File: src/rtl/aes_ctr_pkg.sv
// Shared AES-CTR definitions: FSM state encoding and counter-block assembly.
package aes_ctr_pkg;
  localparam int AES_BLOCK_W = 128;

  typedef enum logic [1:0] {IDLE, RUN, DONE, ERR} ctr_state_t;

  // IV goes to the MSBs, the low ctr_w bits carry the counter.
  function automatic logic [AES_BLOCK_W-1:0] ctr_concat(input logic [AES_BLOCK_W-1:0] iv,
                                                        input logic [AES_BLOCK_W-1:0] ctr,
                                                        input int ctr_w);
    logic [AES_BLOCK_W-1:0] one;
    logic [AES_BLOCK_W-1:0] mask;
    one  = 1;
    mask = (one << ctr_w) - one;
    return (iv << ctr_w) | (ctr & mask);
  endfunction
endpackage

File: src/rtl/ctr_block_gen_if.sv
// Config handshake plus counter-block output stream of ctr_block_gen.
interface ctr_block_gen_if #(
  parameter int BLOCK_W = 128,
  parameter int CTR_W   = 64,
  parameter int NB_W    = 32
);
  logic                     cfg_valid;
  logic                     cfg_ready;
  logic [BLOCK_W-CTR_W-1:0] cfg_iv;
  logic [CTR_W-1:0]         cfg_ctr;
  logic [NB_W-1:0]          cfg_num;
  logic                     abort;
  logic                     out_valid;
  logic                     out_ready;
  logic [BLOCK_W-1:0]       out_block;
  logic                     done;
  logic                     wrapped;
  logic                     err;

  modport master (
    output cfg_valid, cfg_iv, cfg_ctr, cfg_num, abort, out_ready,
    input  cfg_ready, out_valid, out_block, done, wrapped, err
  );

  modport slave (
    input  cfg_valid, cfg_iv, cfg_ctr, cfg_num, abort, out_ready,
    output cfg_ready, out_valid, out_block, done, wrapped, err
  );
endinterface

File: src/rtl/ctr_incr.sv
// Combinational W-bit counter incrementer; carry flags the all-ones value.
module ctr_incr #(
  parameter int W = 64
) (
  input  logic [W-1:0] value,
  output logic [W-1:0] sum,
  output logic         carry
);
  assign sum   = value + W'(1);
  assign carry = &value;
endmodule

File: src/rtl/ctr_block_gen.sv
// AES-CTR counter-block generator: emits {iv, ctr} blocks, one per accepted transfer.
module ctr_block_gen
  import aes_ctr_pkg::*;
#(
  parameter int BLOCK_W = 128,
  parameter int CTR_W   = 64,
  parameter int NB_W    = 32,
  parameter bit WRAP_EN = 1'b1
) (
  input logic           clk,
  input logic           rst,
  ctr_block_gen_if.slave bus
);
  localparam int IV_W = BLOCK_W - CTR_W;

  ctr_state_t       state;
  logic [IV_W-1:0]  iv_reg;
  logic [CTR_W-1:0] ctr_reg;
  logic [NB_W-1:0]  remaining;
  logic             cfg_ready_r, out_valid_r, done_r, wrapped_r, err_r;

  logic [CTR_W-1:0]       ctr_sum;
  logic                   ctr_max;
  logic                   hs;
  logic [AES_BLOCK_W-1:0] blk_full;

  ctr_incr #(.W(CTR_W)) u_incr (
    .value (ctr_reg),
    .sum   (ctr_sum),
    .carry (ctr_max)
  );

  assign hs       = out_valid_r & bus.out_ready;
  assign blk_full = ctr_concat(AES_BLOCK_W'(iv_reg), AES_BLOCK_W'(ctr_reg), CTR_W);

  always_ff @(posedge clk) begin
    if (rst) begin
      state       <= IDLE;
      iv_reg      <= '0;
      ctr_reg     <= '0;
      remaining   <= '0;
      cfg_ready_r <= 1'b1;
      out_valid_r <= 1'b0;
      done_r      <= 1'b0;
      wrapped_r   <= 1'b0;
      err_r       <= 1'b0;
    end else begin
      done_r <= 1'b0;
      case (state)
        IDLE: if (bus.cfg_valid) begin
          iv_reg      <= bus.cfg_iv;
          ctr_reg     <= bus.cfg_ctr;
          remaining   <= bus.cfg_num;
          wrapped_r   <= 1'b0;
          err_r       <= 1'b0;
          cfg_ready_r <= 1'b0;
          if (bus.cfg_num == '0) begin
            state  <= DONE;
            done_r <= 1'b1;
          end else begin
            state       <= RUN;
            out_valid_r <= 1'b1;
          end
        end
        RUN: if (bus.abort) begin
          // abort beats a coincident handshake: nothing more leaves
          state       <= IDLE;
          out_valid_r <= 1'b0;
          cfg_ready_r <= 1'b1;
        end else if (hs) begin
          remaining <= remaining - NB_W'(1);
          if (remaining == NB_W'(1)) begin
            ctr_reg     <= ctr_sum;
            state       <= DONE;
            out_valid_r <= 1'b0;
            done_r      <= 1'b1;
          end else if (ctr_max && !WRAP_EN) begin
            // hold the all-ones value; the wrapped block is never exposed
            state       <= ERR;
            out_valid_r <= 1'b0;
            err_r       <= 1'b1;
          end else begin
            ctr_reg <= ctr_sum;
            if (ctr_max) wrapped_r <= 1'b1;
          end
        end
        DONE: begin
          state       <= IDLE;
          cfg_ready_r <= 1'b1;
        end
        ERR: if (bus.abort) begin
          state       <= IDLE;
          err_r       <= 1'b0;
          cfg_ready_r <= 1'b1;
        end
        default: state <= IDLE;
      endcase
    end
  end

  assign bus.cfg_ready = cfg_ready_r;
  assign bus.out_valid = out_valid_r;
  assign bus.out_block = blk_full[BLOCK_W-1:0];
  assign bus.done      = done_r;
  assign bus.wrapped   = wrapped_r;
  assign bus.err       = err_r;
endmodule

File: src/flat_wrapper.sv
// flat-port wrapper written by rule: the top's interface ports become plain ports
module ctr_block_gen_flat import aes_ctr_pkg::*;
#(
  parameter int BLOCK_W = 128,
  parameter int CTR_W   = 64,
  parameter int NB_W    = 32,
  parameter bit WRAP_EN = 1'b1
)
  (clk, rst, bus_cfg_valid, bus_cfg_iv, bus_cfg_ctr, bus_cfg_num, bus_abort, bus_out_ready, bus_cfg_ready, bus_out_valid, bus_out_block, bus_done, bus_wrapped, bus_err);
  ctr_block_gen_if #(.BLOCK_W(BLOCK_W), .CTR_W(CTR_W), .NB_W(NB_W)) bus_i ();
  input logic clk;
  input logic rst;
  input wire logic [$bits(bus_i.cfg_valid)-1:0] bus_cfg_valid;
  input wire logic [$bits(bus_i.cfg_iv)-1:0] bus_cfg_iv;
  input wire logic [$bits(bus_i.cfg_ctr)-1:0] bus_cfg_ctr;
  input wire logic [$bits(bus_i.cfg_num)-1:0] bus_cfg_num;
  input wire logic [$bits(bus_i.abort)-1:0] bus_abort;
  input wire logic [$bits(bus_i.out_ready)-1:0] bus_out_ready;
  output wire logic [$bits(bus_i.cfg_ready)-1:0] bus_cfg_ready;
  output wire logic [$bits(bus_i.out_valid)-1:0] bus_out_valid;
  output wire logic [$bits(bus_i.out_block)-1:0] bus_out_block;
  output wire logic [$bits(bus_i.done)-1:0] bus_done;
  output wire logic [$bits(bus_i.wrapped)-1:0] bus_wrapped;
  output wire logic [$bits(bus_i.err)-1:0] bus_err;
  assign bus_i.cfg_valid = bus_cfg_valid;
  assign bus_i.cfg_iv = bus_cfg_iv;
  assign bus_i.cfg_ctr = bus_cfg_ctr;
  assign bus_i.cfg_num = bus_cfg_num;
  assign bus_i.abort = bus_abort;
  assign bus_i.out_ready = bus_out_ready;
  assign bus_cfg_ready = bus_i.cfg_ready;
  assign bus_out_valid = bus_i.out_valid;
  assign bus_out_block = bus_i.out_block;
  assign bus_done = bus_i.done;
  assign bus_wrapped = bus_i.wrapped;
  assign bus_err = bus_i.err;
  ctr_block_gen #(.BLOCK_W(BLOCK_W), .CTR_W(CTR_W), .NB_W(NB_W), .WRAP_EN(WRAP_EN)) u_core (.clk(clk), .rst(rst), .bus(bus_i));
endmodule
File: config.mk
export PLATFORM = sky130hd
export DESIGN_NAME = ctr_block_gen_flat
export DESIGN_NICKNAME = d
export VERILOG_FILES = /design/src/rtl/aes_ctr_pkg.sv /design/src/rtl/ctr_block_gen_if.sv /design/src/rtl/ctr_incr.sv /design/src/rtl/ctr_block_gen.sv /design/src/flat_wrapper.sv
export SDC_FILE = /design/constraint.sdc
export NUM_CORES = 1
export LEC_CHECK = 0
export ABC_AREA = 0
export BUFFER_PORTS_ARGS = -buffer_cell sky130_fd_sc_hd__buf_2
export CAP_MARGIN = 20
export CORE_UTILIZATION = 51
export DETAILED_ROUTE_END_ITERATION = 8
export PLACE_DENSITY_LB_ADDON = 0.1
export SLEW_MARGIN = 15
export SYNTH_ARGS = -nofsm -noshare
export SYNTH_HDL_FRONTEND = slang
export SYNTH_SLANG_ARGS = --single-unit
File: constraint.sdc
create_clock -name clk -period 3.1 [get_ports clk]
set_clock_uncertainty 0.05 [all_clocks]
set_input_delay 0.465 -clock clk [delete_from_list [all_inputs] [get_ports clk]]
set_output_delay 0.465 -clock clk [all_outputs]
set_load 0.05 [all_outputs]
==> results.md <==
- Tot GR Track Use: 31.91%
- Initial antenna violation count: 3
- Outcome: complete, no violations
- Starting Density: 52.30%
- Post-synth EDFFs: 0
- Period minus WS final: 2.857 ns
- Sequential share of the synthesized area: 38.18%
- Post-CTS setup buffer count: 0
- Vias in the first global route: 8908
- Core ar.: 16640 sq um
- DRT iter0 DRCs: 965
- Area Overhead vs Synth: 27.02%
- DRT Pass-1 Iters: 5
- Maximum Capacitance Violations: 0
- CP max FO: 9
- Final WS setup: 0.2432 ns
- Synthesized area: 8705 sq um
- Tightest Hold Check Type: in -> reg
- Yosys reg bits: 166
- Hold_buf cts: 0
- FP Rows: 47
- Clk sinks: 166
- CP Capture Type: flop
- CTS tree: built
- Total grt overflow: 0
- Critical Path Source Type: flop
- Final GP Congestion: 0.9244
- Height of the chip: 132.6 microns
- Overall via count from detail_route: 10100
- Number of top-level pins: 298
- Worst slew pin tran: 0.7904 ns
- Drt via density: 6.006
- Total wire length: 28650 microns
- Fin. Hold Viols: 0
- Reg clk slew, reported paths: 0.08 ns
- Kind of critical path: reg -> reg
- Tot Pwr: 6.042 mW
- Pins over their slew limit: 0
- Post-route ant nets: 0
- Pre-CTS setup slack: 0.3112 ns
- Most common flop cell mapped by yosys: dfxtp_1
- Syn nets: 1358
- Hold Worst Slack: 0.2045 ns
- Avg Cell Area, Syn: 7.315 sq um
- DR WL/cell: 17.04 microns
- YS warnings: 0
- Port Buf Inserts: 296
- TNS Setup: 0 ns
- Lkg Pwr: 4.568 nW
- Final setup fails: 0
- Period utilization: 92.16%
- # fillers: 1548
- Power Density: 546.4 nW/um^2
- Share of layout cells above drive strength 1: 25.84%
- Later-pin clock latency in the skew report: 0.44 ns
- Setup repair after global routing missed its margin: false
- Synth async-reset ratio: 0%
- Post-synthesis cell type count: 64
- Largest net degree at the start of global routing: 101
- Worst VDD drop: 0.0004331 V
- # nets final: 1614
- First-pass GRT wire length: 45510 microns
- Post_cts resized: 0
- # H-tree levels: 4
- Fmax: 350.0 MHz
- Dpl hpwl: 19590 microns
- DRC: 0
- Slew HR: 47.11%
- Critical Path AT: 3.11 ns
- Worst path required time: 3.35 ns
- Max Buffers Root-to-Sink: 2
- Gate Count Post-Synth: 1190
- CTS Root Cell: clkbuf_16
- Die Area: 17590 sq um
- Die width: 132.6 microns
- Num CTS Buffers: 17
Yosys cell counts (3+ instances only):
library cell  count  share of area [%]
or4_1            16                1.4
a21o_1           10               0.86
o211ai_1         17                1.5
o22ai_1          10               0.72
a211oi_1         19                1.6
inv_1            10               0.43
a221oi_1          5               0.50
a311oi_1          6               0.60
nor2_1           88                3.8
nand4b_1          4               0.40
nand3_1          54                3.1
and2_1            7               0.50
nand4_1          19                1.4
o21ai_0          63                3.6
ha_1              3               0.43
a2bb2oi_1         3               0.30
o31ai_1           7               0.60
nor3_1           36                2.1
and4_1            9               0.91
nor4_1           33                2.4
o311a_1           3               0.34
buf_1            10               0.43
and3_1           14                1.0
clkbuf_1         77                3.3
nand3b_1          5               0.43
a41oi_1           6               0.60
a22o_1            4               0.40
or3_1            11               0.79
a32o_1           11                1.3
a22oi_1          20                1.7
a21oi_1         126                7.2
nand2b_1          6               0.43
dfxtp_1         166                 38
mux2i_1           4               0.46
a31oi_1          17                1.2
and4b_1           3               0.34
or4_4             3               0.39
nand2_1         249                 11
path summary, 6_finish.rpt:
| check | from | end | slack (ns) | depth (start not counted) |
|---|---|---|---|---|
| worst max-delay path | u_core.ctr_reg[10] | u_core.ctr_reg[59] | 0.24 | 6 |
| worst max register to register | u_core.ctr_reg[10] | u_core.ctr_reg[59] | 0.24 | 6 |
| worst min-delay path | bus_cfg_iv[49] | u_core.iv_reg[49] | 0.20 | 3 |
| worst min register to register | u_core.iv_reg[42] | u_core.iv_reg[42] | 0.40 | 2 |
area by class of cell:
type                    count  area [sq um]  share of cell area [%]
multi-input cells         924          5035                   45.54
flip-flops and latches    166          3323                   30.06
repair buffers            327          1779                   16.09
clock buffers              18         439.2                   3.972
well taps                 220         275.3                   2.490
clock inverters            14         160.2                   1.448
inverters                  10         37.54                  0.3395
diodes                      3         7.507                 0.06790
report_power, final:
group          switching [mW]  internal (mW)
clock                    1.01           1.10
sequential              0.173           2.29
combinational            1.01          0.451
cell families (layout without fill, tap and decap cells):
logic type / Yosys count / in the layout / synth area share [%]
and+or+nand+nor: 571 / 571 / 31.51
muxes: 4 / 4 / 0.4600
adders and majority gates: 3 / 3 / 0.4313
DFF: 166 / 166 / 38.18
AOI/OAI and AO/OA: 345 / 345 / 25.00
other: 1 / 4 / 0.04308
buffers and inverters: 100 / 369 / 4.384
per-stage QoR:
| step | cells | util (%) | cell area, sq um |
|---|---|---|---|
| 2_1_floorplan | 1190 | - | 8705 |
| 3_3_place_gp | 1647 | 62.79 | 10450 |
| 3_5_place_dp | 1647 | 62.79 | 10450 |
| 4_1_cts | 1679 | 66.39 | 11050 |
| 5_1_grt | 1682 | 66.44 | 11060 |
| 6_report | 1682 | 66.44 | 11060 |
layout by cell type (no fill, tap or decap), types with 7 or more instances in the layout:
master     instances
o21ai_0           63
o211ai_1          17
a22oi_1           20
and3_1            14
buf_4             27
or4_1             16
a32o_1            11
a21o_1             9
nor4_1            33
nand4_1           19
a211oi_1          19
nand3_1           54
and4_1             9
o31ai_1            7
nor2_1            88
nor3_1            35
dfxtp_1          166
inv_1             10
a21oi_1          125
or3_1             11
buf_2            295
o22ai_1           10
nand2_1          248
clkbuf_16         17
a31oi_1           17
and2_1             7
routing by layer:
layer | share of wire [%] | wire (microns) | vias to the layer above | global-route usage [%]
met3 | 7.4 | 2130 | 73 | 5.517
met1 | 43 | 12340 | 4665 | 42.72
met5 | 0 | 0 | - | 0
li1 | - | - | 4900 | -
met2 | 46 | 13270 | 464 | 50.50
met4 | 3.2 | 918 | 0 | 13.86
critical path: stages, from the launching register on:
cell and delay [ns]:
dfxtp_1 0.45, nand4_2 0.27, or4_1 0.70, or4_1 0.66, nor3_1 0.28, mux2i_1 0.22
o22ai_1 0.09
Note: power is estimated with default switching activity, not from simulation.
